**src/rtl/mem_port_arb.sv**
```systemverilog
// mem_port_arb: round-robin arbiter that serialises 1-4 byte requests
// from NUM_PORTS clients onto a byte-wide RAM/IO bus.
//
// Ports:
//   clk, rst        clock, synchronous active-high reset
//   rdy             global stall; freezes grant, issue and FSM state
//   req_valid/write/len/addr/wdata  per-port request bundles (packed)
//   req_ready       one-hot accept strobe (combinational grant)
//   resp_valid      one-hot completion pulse, resp_rdata shared data
//   mem_din/dout/a/wr  external byte bus
//   busy            transfer in progress (RUN or TAIL)

module mem_port_arb #(
   parameter int NUM_PORTS = 2,
   parameter int ADDR_W    = 32
) (
   input  logic                        clk,
   input  logic                        rst,
   input  logic                        rdy,
   input  logic [NUM_PORTS-1:0]        req_valid,
   input  logic [NUM_PORTS-1:0]        req_write,
   input  logic [2*NUM_PORTS-1:0]      req_len,
   input  logic [ADDR_W*NUM_PORTS-1:0] req_addr,
   input  logic [32*NUM_PORTS-1:0]     req_wdata,
   output logic [NUM_PORTS-1:0]        req_ready,
   output logic [NUM_PORTS-1:0]        resp_valid,
   output logic [31:0]                 resp_rdata,
   input  logic [7:0]                  mem_din,
   output logic [7:0]                  mem_dout,
   output logic [31:0]                 mem_a,
   output logic                        mem_wr,
   output logic                        busy
);

   localparam int IDX_W = (NUM_PORTS > 1) ? $clog2(NUM_PORTS) : 1;

   typedef enum logic [1:0] {IDLE, RUN, TAIL} state_t;

   state_t               state;
   logic [IDX_W-1:0]     last_g;
   logic [IDX_W-1:0]     cur_g;
   logic [IDX_W-1:0]     gnt_idx;
   logic                 gnt_any;
   logic                 wr_q;
   logic [1:0]           len_q;
   logic [1:0]           idx_q;
   logic [ADDR_W-1:0]    a_q;
   logic [23:0]          wd_q;
   logic [7:0]           dout_q;
   logic [NUM_PORTS-1:0] resp_q;
   logic [31:0]          rd_q;
   logic [31:0]          rd_next;
   logic [31:0]          rdata_q;
   logic                 cap_pend;
   logic [1:0]           cap_slot;

   logic                 sel_write;
   logic [1:0]           sel_len;
   logic [ADDR_W-1:0]    sel_addr;
   logic [31:0]          sel_wdata;
   logic [31:0]          wdm;

   // First valid port strictly after last_g; scanning from the far end
   // lets the nearest candidate overwrite the others.
   always_comb begin
      gnt_any = 1'b0;
      gnt_idx = '0;
      for (int k = NUM_PORTS; k >= 1; k--) begin
         if (req_valid[(int'(last_g) + k) % NUM_PORTS]) begin
            gnt_any = 1'b1;
            gnt_idx = IDX_W'((int'(last_g) + k) % NUM_PORTS);
         end
      end
   end

   always_comb begin
      sel_write = req_write[gnt_idx];
      sel_len   = req_len[2*int'(gnt_idx) +: 2];
      sel_addr  = req_addr[ADDR_W*int'(gnt_idx) +: ADDR_W];
      sel_wdata = req_wdata[32*int'(gnt_idx) +: 32];
      wdm       = sel_write ? sel_wdata : 32'h0;
   end

   // A byte issued last cycle arrives on mem_din now; merge it in.
   always_comb begin
      rd_next = rd_q;
      if (cap_pend) begin
         rd_next[8*cap_slot +: 8] = mem_din;
      end
   end

   always_ff @(posedge clk) begin
      if (rst) begin
         state    <= IDLE;
         last_g   <= IDX_W'(NUM_PORTS - 1);
         cur_g    <= '0;
         wr_q     <= 1'b0;
         len_q    <= 2'd0;
         idx_q    <= 2'd0;
         a_q      <= '0;
         wd_q     <= '0;
         dout_q   <= '0;
         resp_q   <= '0;
         rd_q     <= '0;
         rdata_q  <= '0;
         cap_pend <= 1'b0;
         cap_slot <= 2'd0;
      end else begin
         // RAM answers regardless of rdy, so capture is never stalled.
         cap_pend <= 1'b0;
         if (cap_pend) begin
            rd_q <= rd_next;
         end
         if (rdy) begin
            resp_q <= '0;
            unique case (state)
               IDLE: begin
                  if (gnt_any) begin
                     state  <= RUN;
                     last_g <= gnt_idx;
                     cur_g  <= gnt_idx;
                     wr_q   <= sel_write;
                     len_q  <= sel_len;
                     idx_q  <= 2'd0;
                     a_q    <= sel_addr;
                     dout_q <= wdm[7:0];
                     wd_q   <= wdm[31:8];
                     rd_q   <= '0;
                  end
               end
               RUN: begin
                  if (!wr_q) begin
                     cap_pend <= 1'b1;
                     cap_slot <= idx_q;
                  end
                  if (idx_q == len_q) begin
                     wr_q   <= 1'b0;
                     dout_q <= '0;
                     if (wr_q) begin
                        state   <= IDLE;
                        resp_q  <= NUM_PORTS'(1) << cur_g;
                        rdata_q <= '0;
                     end else begin
                        state <= TAIL;
                     end
                  end else begin
                     idx_q  <= idx_q + 2'd1;
                     a_q    <= a_q + ADDR_W'(1);
                     dout_q <= wd_q[7:0];
                     wd_q   <= {8'h00, wd_q[23:8]};
                  end
               end
               TAIL: begin
                  state   <= IDLE;
                  resp_q  <= NUM_PORTS'(1) << cur_g;
                  rdata_q <= rd_next;
               end
               default: state <= IDLE;
            endcase
         end
      end
   end

   always_comb begin
      req_ready = '0;
      if (state == IDLE && rdy && !rst && gnt_any) begin
         req_ready = NUM_PORTS'(1) << gnt_idx;
      end
   end

   assign resp_valid = resp_q & {NUM_PORTS{rdy}};
   assign resp_rdata = rdata_q;
   assign mem_dout   = dout_q;
   assign mem_a      = 32'(a_q);
   assign mem_wr     = wr_q & rdy;
   assign busy       = (state != IDLE);

endmodule

```
**config.mk**
```make
export PLATFORM = sky130hd
export DESIGN_NAME = mem_port_arb
export DESIGN_NICKNAME = d
export VERILOG_FILES = /design/src/rtl/mem_port_arb.sv
export SDC_FILE = /design/constraint.sdc
export NUM_CORES = 1
export LEC_CHECK = 0
export ABC_AREA = 1
export CAP_MARGIN = 40
export CELL_PAD_IN_SITES_DETAIL_PLACEMENT = 2
export CELL_PAD_IN_SITES_GLOBAL_PLACEMENT = 2
export CORE_MARGIN = 5
export CORE_UTILIZATION = 24
export CTS_CLUSTER_DIAMETER = 120
export CTS_CLUSTER_SIZE = 10
export DETAILED_ROUTE_END_ITERATION = 8
export HOLD_SLACK_MARGIN = 0.08
export PLACE_DENSITY = 0.77
export SLEW_MARGIN = 5
export SYNTH_ARGS = -nofsm -noshare
export SYNTH_HDL_FRONTEND = slang
export SYNTH_SLANG_ARGS = --single-unit
```
**constraint.sdc**
```tcl
create_clock -name clk -period 2.6 [get_ports clk]
set_clock_uncertainty 0.05 [all_clocks]
set_input_delay 0.52 -clock clk [delete_from_list [all_inputs] [get_ports clk]]
set_output_delay 0.52 -clock clk [all_outputs]
set_load 0.005 [all_outputs]
```
==> results of run 1 <==
per-layer routing:
layer / wire (µm) / part of all wire / GRT usage / vias up
met5: 40 / 0.0012 / 0 / -
met3: 1290 / 0.040 / 0.0407 / 15
met4: 204 / 0.0063 / 0.0301 / 4
met1: 14700 / 0.45 / 0.225 / 4259
li1: - / - / - / 4392
met2: 16300 / 0.50 / 0.321 / 147
area by class of cell:
cell class                 count  area (µm²)
antenna                        3        7.51
clock buffer                  18         429
clock inverter                14         130
fill                        3845       20500
inverter                     145         544
multi-input combinational    927        4090
sequential                   142        2840
tap                          402         503
timing repair buffer         254        2550
flip-flops by register name, summed over array words and instances, names as in the netlist:
name	count
cap_pend	1
cap_slot	2
cur_g	1
idx_q	2
last_g	1
len_q	2
mem_a	32
mem_dout	8
rd_q	32
resp_q	2
resp_rdata	32
state	2
wd_q	24
wr_q	1
worst register-to-register path: stages (launching register included):
cell	delay, ns
sky130_fd_sc_hd__dfxtp_1	0.33
sky130_fd_sc_hd__inv_1	0.11
sky130_fd_sc_hd__ha_1	0.22
sky130_fd_sc_hd__nand2_1	0.07
sky130_fd_sc_hd__clkinv_1	0.32
sky130_fd_sc_hd__nand3_1	0.50
sky130_fd_sc_hd__o22ai_1	0.18
sky130_fd_sc_hd__nand2_1	0.13
sky130_fd_sc_hd__a21oi_1	0.06
metrics by stage:
step / std cells / power [µW]
2_1_floorplan: 1274 / 3250
3_3_place_gp: 1869 / 4020
3_5_place_dp: 1869 / 4070
4_1_cts: 1902 / 6490
5_1_grt: 1905 / 6770
6_report: 1905 / 6390
report_power, final:
| part | internal, µW | switching (µW) | total [µW] | leakage (µW) |
|---|---|---|---|---|
| clock | 1260 | 1130 | 2380 | 0.000260 |
| combinational | 684 | 837 | 1520 | 0.00299 |
| sequential | 2320 | 158 | 2480 | 0.00116 |
| total | 4270 | 2120 | 6390 | 0.00441 |
kinds of logic after synthesis:
logic type               Yosys count  synth area share
AO/OA/AOI/OAI                    234             0.163
XOR/XNOR                           8           0.00907
adder cells (fa/ha/maj)            9            0.0146
buffers and inverters            205             0.106
flip-flops                       142             0.368
AND/OR/NAND/NOR                  676             0.338
cell usage in the layout, fill, tap and decap left out, drive strengths merged, types with 3 or more instances in the layout:
| master | instances |
|---|---|
| nand2 | 443 |
| clkdlybuf4s50 | 221 |
| nor2 | 187 |
| inv | 148 |
| dfxtp | 142 |
| a21oi | 118 |
| o21ai | 76 |
| nand3 | 39 |
| buf | 31 |
| clkbuf | 18 |
| o22ai | 17 |
| a21boi | 16 |
| ha | 9 |
| clkinv | 7 |
| xor2 | 6 |
| clkinvlp | 4 |
| nor3 | 4 |
| diode | 3 |
| nand4 | 3 |
final timing paths:
path,endpoint,slack (ns)
setup / recovery,resp_valid[1],0.20
setup reg to reg,resp_rdata[17]$_SDFFE_PP0P_,0.50
hold reg to reg,resp_rdata[5]$_SDFFE_PP0P_,0.41
hold / removal,resp_rdata[5]$_SDFFE_PP0P_,0.41
synth_stat cells, drive strengths merged:
library cell	instances	area share
nand2	443	0.22
xnor2	2	0.0023
a211oi	2	0.0036
o22ai	17	0.014
o21bai	1	0.00097
xor2	6	0.0068
a21boi	16	0.016
clkbuf	34	0.017
nor3	4	0.0026
o211ai	1	0.00097
a22oi	2	0.0019
a31oi	1	0.00081
nand3	39	0.025
ha	9	0.015
nand4	3	0.0024
nor2	187	0.092
a21oi	118	0.076
clkinv	3	0.0015
buf	26	0.019
inv	142	0.069
dfxtp	142	0.37
o21ai	76	0.049
what timing repair did:
action | in CTS | in global routing
endpoints found under the setup margin | 2 | 0
setup buffers | 1 | 0
gates resized for setup | 10 | 0
==> reports/qor.tcl, run 1 <==
set qor(groute.usage.overall) 0.180
set qor(post-route-min-period_ns) 2.40
set qor(reg2reg_from) {cap_slot[0]$_SDFFE_PP0P_}
set qor(largest_net_degree_at_the_start_of_global_routing) 64
set qor(synthesis.instances) 1274
set qor(hold_path.class) {flop to flop}
set qor(ctsLongestPathBuffers) 2
set qor(dp_hpwl_mm) 24.3
set qor(syn-mean-instance-area_um2) 6.06
set qor(post_synth_num_cell_types) 30
set qor(placementRows) 65
set qor(clk_pin_slew_ns) 0.06
set qor(detail_route.drc_violations) 0
set qor(lkg_pwr_uw) 0.00441
set qor(peakVddDrop_mv) 0.428
set qor(path_depth) 5
set qor(report.final.setup_viol) 0
set qor(hold_viol_final) 0
set qor(dpl_cell_area_mm2) 0.0105
set qor(grt_pass1_vias) 9580
set qor(timing_worst_slew_pin_value_ns) 0.727
set qor(dieWidth_um) 189
set qor(crit_path_max_delay_family) {buffers and inverters}
set qor(yosys_register_bits) 142
set qor(ioPinCount) 225
set qor(port_buffer_count) 224
set qor(cells_on_worst_reg2reg_path) 8
set qor(initial_core_util) 0.244
set qor(overflow) 0
set qor(avgViaCountPerCell) 4.63
set qor(tritoncts) {built}
set qor(finalCoreUtilization) 0.351
set qor(rsz0062_at_grt) {false}
set qor(latest_clock_arrival_within_the_worst_skew_pair_ns) 0.43
set qor(timing.setup.critical_path_class) {input pin to output pin}
set qor(die_area_mm2) 0.0359
set qor(cp_slowest_stage_delay_ns) 0.51
set qor(path_cells) {clkdlybuf4s50_1 -> buf_4 -> nand2_1 -> inv_1 -> clkdlybuf4s50_1}
set qor(dp_slack_ns) -0.116
set qor(grt_first_pass_wirelength_mm) 51.9
set qor(synth_sequential_area_ratio) 0.368
set qor(clock-sinks) 142
set qor(cell_repeated_most_along_the_worst_path) {sky130_fd_sc_hd__clkdlybuf4s50_1}
set qor(drive_above_1_share) 0.0533
set qor(synthesis.yosys.warnings) 0
set qor(initial_antenna_violation_count) 5
set qor(power-per-cell-area_mw_per_mm2) 576
set qor(fp.dieH_um) 189
set qor(fin_setup_tns_ns) 0
set qor(hp-start) {resp_rdata[5]$_SDFFE_PP0P_}
set qor(gp_routability_congestion) 0.769
set qor(post-route-period-util) 0.923
set qor(path_buf_inv) 4
set qor(cpMaxStageDelayCell) {sky130_fd_sc_hd__clkdlybuf4s50_1}
set qor(synthesis_to_finish_area_growth_pct) 43.7
set qor(drv.max_cap_violation_count) 0
set qor(slew_headroom) 0.515
set qor(cts_max_level) 4
set qor(cp_data_arrival_time_ns) 1.83
set qor(fp.coreArea_mm2) 0.0316
set qor(hold_depth) 2
set qor(ctsHoldBuffers) 0
set qor(synth_area_mm2) 0.00772
set qor(source_of_the_critical_timing_path) {rdy}
set qor(tritoncts.num_buffers) 17
set qor(maxSlewViolCount) 0
set qor(synthesis.nets) 1430
set qor(max_clock_freq_ghz) 0.417
set qor(drt_first_iter_violations) 314
set qor(layout.cell_area.non_filler_mm2) 0.0111
set qor(timing.hold.ws_ns) 0.414
set qor(outcome) {finished, final reports clean}
set qor(firstDrtPassIters) 4
set qor(crit_path_start_kind) {input pin}
set qor(antenna_violating_nets_post_route) 0
set qor(worstPathMaxFanout) 8
set qor(critical_path_required_ns) 2.03
set qor(vias) 8817
set qor(aggregate_routed_wire_length_mm) 32.5
set qor(cts_root_buf) {sky130_fd_sc_hd__clkbuf_16}
set qor(finalNetCount) 1643
set qor(setup.worst_path.end_class) {output pin}
set qor(wl_per_cell_um) 17.1
set qor(postLayoutSetupSlackWorst_ns) 0.201
Power figures use the tool's default switching activity.
==> run 2: changes to the inputs <==
--- a/config.mk
+++ b/config.mk
@@ -9,7 +9,6 @@
 export CAP_MARGIN = 40
 export CELL_PAD_IN_SITES_DETAIL_PLACEMENT = 2
 export CELL_PAD_IN_SITES_GLOBAL_PLACEMENT = 2
-export CORE_MARGIN = 5
 export CORE_UTILIZATION = 24
 export CTS_CLUSTER_DIAMETER = 120
 export CTS_CLUSTER_SIZE = 10
==> run 2 against run 1 <==
  * Clock-buffer cell count fell by 1
  * Sequential power barely moved
  * Sequential cell count did not move
  * Combinational power barely moved
  * Setup slack got worse by 0.10 ns
  * Final cell count rose by 0.21%
  * Critical path depth rose by 3
  * Routed wire length fell by 0.49%
  * Utilization rose by 0.26 points
  * Largest cell class unchanged
  * Sequential share of layout area fell by 0.19 points
  * Register-to-register slack got worse by 0.15 ns
  * Critical path type is now flop to output pin
==> reports/qor.tcl, run 2 (synthesis gave the netlist of run 1 again) <==
set qor(outcome) {finished, final reports clean} ;# unchanged
set qor(port_buffer_count) 224 ;# unchanged
set qor(ctsHoldBuffers) 0 ;# unchanged
set qor(maxSlewViolCount) 0 ;# unchanged
set qor(placementRows) 65 ;# unchanged
set qor(most_common_library_cell_in_the_layout_ignoring_fill_and_taps) {sky130_fd_sc_hd__nand2_1} ;# unchanged
set qor(cp_data_arrival_time_ns) 1.93 ;# was 1.83 ns
set qor(wl_per_cell_um) 17.0 ;# was 17.1 µm
set qor(timing_worst_slew_pin_value_ns) 0.736 ;# was 0.727 ns
set qor(dieWidth_um) 181 ;# was 189 µm
set qor(rsz0062_at_grt) {false} ;# unchanged
set qor(setup.worst_path.end_class) {output pin} ;# unchanged
set qor(groute.usage.overall) 0.198 ;# was 0.180
set qor(timing.setup.critical_path_class) {flop to output pin} ;# was input pin to output pin
set qor(crit_path_start_kind) {flop} ;# was input pin
set qor(max_clock_freq_ghz) 0.399 ;# was 0.417 GHz
set qor(initial_antenna_violation_count) 4 ;# was 5
set qor(final_cells) 1909 ;# was 1905
set qor(multiInputGateArea_mm2) 0.00409 ;# about the same
set qor(ctsLongestPathBuffers) 2 ;# unchanged
set qor(dp_hpwl_mm) 23.2 ;# was 24.3 mm
set qor(ioPinCount) 225 ;# unchanged
set qor(hold_viol_final) 0 ;# unchanged
set qor(grt_first_pass_wirelength_mm) 51.3 ;# was 51.9 mm
set qor(reg2reg_to) {mem_a[11]$_SDFFE_PP0P_} ;# was resp_rdata[17]$_SDFFE_PP0P_
set qor(post-route-min-period_ns) 2.50 ;# was 2.40 ns
set qor(layout.cells.most_common_list) {441 x sky130_fd_sc_hd__nand2_1, 221 x sky130_fd_sc_hd__clkdlybuf4s50_1, 183 x sky130_fd_sc_hd__nor2_1} ;# was 440 x sky130_fd_sc_hd__nand2_1, 221 x sky130_fd_sc_hd__clkdlybuf4s50_1, 183 x sky130_fd_sc_hd__nor2_1
set qor(power-per-cell-area_mw_per_mm2) 582 ;# was 576 mW/mm²
set qor(source_of_the_critical_timing_path) {state[0]$_SDFFE_PP0P_} ;# was rdy
set qor(overflow) 0 ;# unchanged
set qor(critical_path_required_ns) 2.03 ;# about the same
set qor(latest_clock_arrival_within_the_worst_skew_pair_ns) 0.44 ;# was 0.43 ns
set qor(fp.coreArea_mm2) 0.0316 ;# unchanged
set qor(post-route-period-util) 0.963 ;# was 0.923
set qor(drive_above_1_share) 0.0565 ;# was 0.0533
set qor(design_power_total_uw) 6500 ;# was 6390 µW
set qor(avgViaCountPerCell) 4.69 ;# was 4.63
set qor(worstPathMaxFanout) 4 ;# was 8
set qor(antenna_violating_nets_post_route) 0 ;# unchanged
set qor(vias) 8959 ;# was 8817
set qor(largest_net_degree_at_the_start_of_global_routing) 64 ;# unchanged
set qor(finalNetCount) 1648 ;# was 1643
set qor(slew_headroom) 0.509 ;# was 0.515
set qor(placedCellCount) 1868 ;# was 1869
set qor(detail_route.drc_violations) 0 ;# unchanged
set qor(postLayoutSetupSlackWorst_ns) 0.0968 ;# was 0.201 ns
set qor(cp-endpoint) {req_ready[1]} ;# was resp_valid[1]
set qor(cts_root_buf) {sky130_fd_sc_hd__clkbuf_16} ;# unchanged
set qor(synthesis_to_finish_area_growth_pct) 44.7 ;# was 43.7%
set qor(dp_slack_ns) -0.0884 ;# was -0.116 ns
set qor(initial_core_util) 0.244 ;# unchanged
set qor(die_area_mm2) 0.0329 ;# was 0.0359 mm²
set qor(drv.max_cap_violation_count) 0 ;# unchanged
set qor(peakVddDrop_mv) 0.466 ;# was 0.428 mV
set qor(ff2ff_setup_slack_ns) 0.35 ;# was 0.50 ns
set qor(clock-sinks) 142 ;# unchanged
set qor(fillers) 3819 ;# was 3845
set qor(cts_max_level) 4 ;# unchanged
set qor(drt_first_iter_violations) 336 ;# was 314
set qor(gp_routability_congestion) 0.783 ;# was 0.769
set qor(fp.dieH_um) 181 ;# was 189 µm
set qor(report.final.setup_viol) 0 ;# unchanged
set qor(aggregate_routed_wire_length_mm) 32.4 ;# was 32.5 mm
set qor(firstDrtPassIters) 4 ;# unchanged
set qor(tritoncts) {built} ;# unchanged
set qor(ff_latch_area_mm2) 0.00284 ;# unchanged
set qor(grt_pass1_vias) 9675 ;# was 9580
set qor(tritoncts.num_buffers) 17 ;# unchanged
set qor(lkg_pwr_uw) 0.00447 ;# was 0.00441 µW
set qor(reg2reg_from) {state[1]$_SDFFE_PP0P_} ;# was cap_slot[0]$_SDFFE_PP0P_
set qor(cells_on_worst_reg2reg_path) 10 ;# was 8
set qor(hold_path.class) {flop to flop} ;# unchanged
set qor(clk_pin_slew_ns) 0.07 ;# was 0.06 ns
## run 2: area by class of cell
type,count,area share
Inverter,145,0.0487
Antenna cell,2,0.000448
Timing Repair Buffer,259,0.234
Clock buffer,17,0.0381
Multi-Input combinational cell,927,0.366
Sequential cell,142,0.254
Clock inverter,15,0.0138
Tap cell,402,0.0450
## run 2: repair_timing
item	CTS	global route
pin swaps	0	3
cloned	0	0
endpoints found under the setup margin	2	1
resized for setup	7	2
endpoints found under the hold margin	0	0
buffers inserted	1	6
## run 2: worst min path at each step
stage,from,end,slack [ns],cells after the start
CTS,rst,cur_g$_SDFFE_PP0P_,0.38,4
global placement,resp_rdata[13]$_SDFFE_PP0P_,resp_rdata[13]$_SDFFE_PP0P_,0.41,2
floorplan,last_g$_SDFFE_PP1P_,last_g$_SDFFE_PP1P_,0.39,2
detailed placement,resp_rdata[5]$_SDFFE_PP0P_,resp_rdata[5]$_SDFFE_PP0P_,0.41,2
global route,resp_rdata[27]$_SDFFE_PP0P_,resp_rdata[27]$_SDFFE_PP0P_,0.43,2
finish,resp_rdata[27]$_SDFFE_PP0P_,resp_rdata[27]$_SDFFE_PP0P_,0.42,2
## run 2: where the power goes
group          switching (µW)  internal [µW]  total, µW
sequential                160           2320       2490
clock                    1120           1350       2470
combinational             844            707       1550
total                    2120           4380       6500
## run 2: through the flow
step | instance area [µm²] | setup TNS [ns] | hold slack [ns] | util
after floorplan | 7720 | 0 | 0.390 | -
after global placement | 10500 | -0.0923 | 0.405 | 0.332
after detailed placement | 10500 | -0.176 | 0.408 | 0.332
after CTS | 11100 | -0.0310 | 0.381 | 0.352
after global routing | 11200 | 0 | 0.434 | 0.353
final | 11200 | 0 | 0.416 | 0.353
## run 2: worst max-delay path, stage by stage, from the launching register on
cell and delay [ns]:
sky130_fd_sc_hd__dfxtp_1 0.33, sky130_fd_sc_hd__inv_2 0.08, sky130_fd_sc_hd__ha_4 0.16, sky130_fd_sc_hd__inv_1 0.08, sky130_fd_sc_hd__nor3_2 0.23, sky130_fd_sc_hd__nand2_1 0.12
sky130_fd_sc_hd__buf_4 0.15, sky130_fd_sc_hd__nor2_2 0.09, sky130_fd_sc_hd__dlygate4sd2_1 0.24
## run 2: layer usage
| metal | up-vias | wire length (µm) | global-route usage | part of all wire |
|---|---|---|---|---|
| met5 | - | 11 | 0 | 0.00034 |
| li1 | 4405 | - | - | - |
| met4 | 2 | 678 | 0.0614 | 0.021 |
| met2 | 153 | 16000 | 0.357 | 0.50 |
| met3 | 39 | 1130 | 0.0381 | 0.035 |
| met1 | 4360 | 14500 | 0.236 | 0.45 |
==> edit, RTL diff (settings of run 1) <==
Set the parameter `NUM_PORTS` to 8 (it was 2).
--- a/src/rtl/mem_port_arb.sv
+++ b/src/rtl/mem_port_arb.sv
@@ -13,3 +13,3 @@
 module mem_port_arb #(
-   parameter int NUM_PORTS = 2,
+   parameter int NUM_PORTS = 8,
    parameter int ADDR_W    = 32
Ports: changed (7 resized); port bits go from 225 to 645. The function was not compared with the original's and may differ.
==> edit against run 1 <==
  * The flow now finishes with violations (negative setup slack)
  * Worst setup slack worse by 1000 ps
  * Synthesized cell count grew 90%
  * Synthesized area up 71%
  * Wire length rose to 3.0 times the old value
  * First-iteration DRC count rose to 2.6 times the old value
  * Sequential cell count is 10 higher
  * Design area grew 120%
  * Via count is 120% higher
  * Critical endpoint is now req_ready[0]
Power is left out: it rests on default switching activity, and per cell area and clock period it moved more than threefold.
==> edit: results (changes against run 1) <==
layout net count 3,759 (+130%); Synth Area in XOR/XNOR 0.598% (-0.31 points); CP top delay family simple AND/OR/NAND/NOR gates; iteration count of the initial detailed-routing pass 5 (+1); DR vias 19,738 (+120%); final wirelength 96,900 um (+200%); Least-Margin Pin Slew 920 ps (+193 ps); CP Max Fanout 6 (-2); failing checks negative setup slack; count of final setup violators 103 (+103); Worst-Skew Late Latency 450 ps (+20 ps); largest net degree at the start of global routing 68 (+6.3%); Post-synth top cells nand2_1, inv_1, nor2_1; layout cells sized above 1 18.8% (+13 points); register area share after synthesis 23.1% (-14 points); first-pass GRT wire length 133,000 um (+160%); distinct cell type count after synthesis 40 (+33%); largest cells by area after synthesis nand2_1, dfxtp_1, inv_1; outcome finished, violations left; Syn Nets 2,992 (+110%); dpl ws -1200 ps (-1080 ps); setup ws final -817 ps (-1020 ps); Iter 0 DRT Violations 805 (+160%); Synth Area in Adders 1.04% (-0.41 points); Final Non-Filler Cells 3,934 (+110%); CP peak stage delay 380 ps (-130 ps); initial antenna violation count 28 (+23); GP Congestion 0.867 (+13%); Syn Inst Count 2,426 (+90%); port buffer count 644 (+190%)
[edit: worst register-to-register path, delay by kind of cell (launching register included)]
kind / cells / cell delay, ps
simple gates: 16 / 1720
buf+inv: 8 / 840
flops: 1 / 380
fa+ha+maj: 1 / 350
[edit: final timing paths]
path,startpoint,endpoint,slack [ps],depth (start not counted)
worst min-delay path,wd_q[23],wd_q[23],420,2
worst max-delay path,last_g[0],req_ready[0],-820,18
worst min register to register,wd_q[23],wd_q[23],420,2
worst max register to register,last_g[0],wd_q[2],-800,25
[edit: metal layers]
metal	wire, um	up-vias	share of wire, %	GRT usage (%)
met5	52	-	0.054	0
met4	3300	8	3.4	11.1
met3	4450	148	4.6	6.36
met2	51000	510	53	52.7
met1	38100	9815	39	32.5
li1	-	9257	-	-
[edit: logic make-up after synthesis]
group | after synthesis
fa+ha+maj | 11
compound gates | 362
buf+inv | 424
xor+xnor | 9
flops | 152
simple gates | 1468
[edit: what timing repair did]
action | in CTS | in global routing
cloned | 20 | 17
endpoints found under the setup margin | 114 | 130
gates resized for setup | 237 | 227
buffers inserted | 38 | 29
hold buffers | 0 | 0
pin swaps | 59 | 96
[edit: area by class of cell]
cell class | count | area [um^2]
Fill cell | 6475 | 29900
Multi-Input combinational cell | 1852 | 9530
Sequential cell | 152 | 3050
Clock buffer | 17 | 425
Clock inverter | 14 | 164
Timing Repair Buffer | 892 | 9680
Tap cell | 704 | 881
Antenna cell | 25 | 62.6
Inverter | 278 | 1110
[edit: stage by stage]
stage	setup TNS (ps)	hold WS, ps
2_1_floorplan	-6280	383
3_3_place_gp	-87050	401
3_5_place_dp	-97790	408
4_1_cts	-46820	414
5_1_grt	-71010	443
6_report	-52270	418
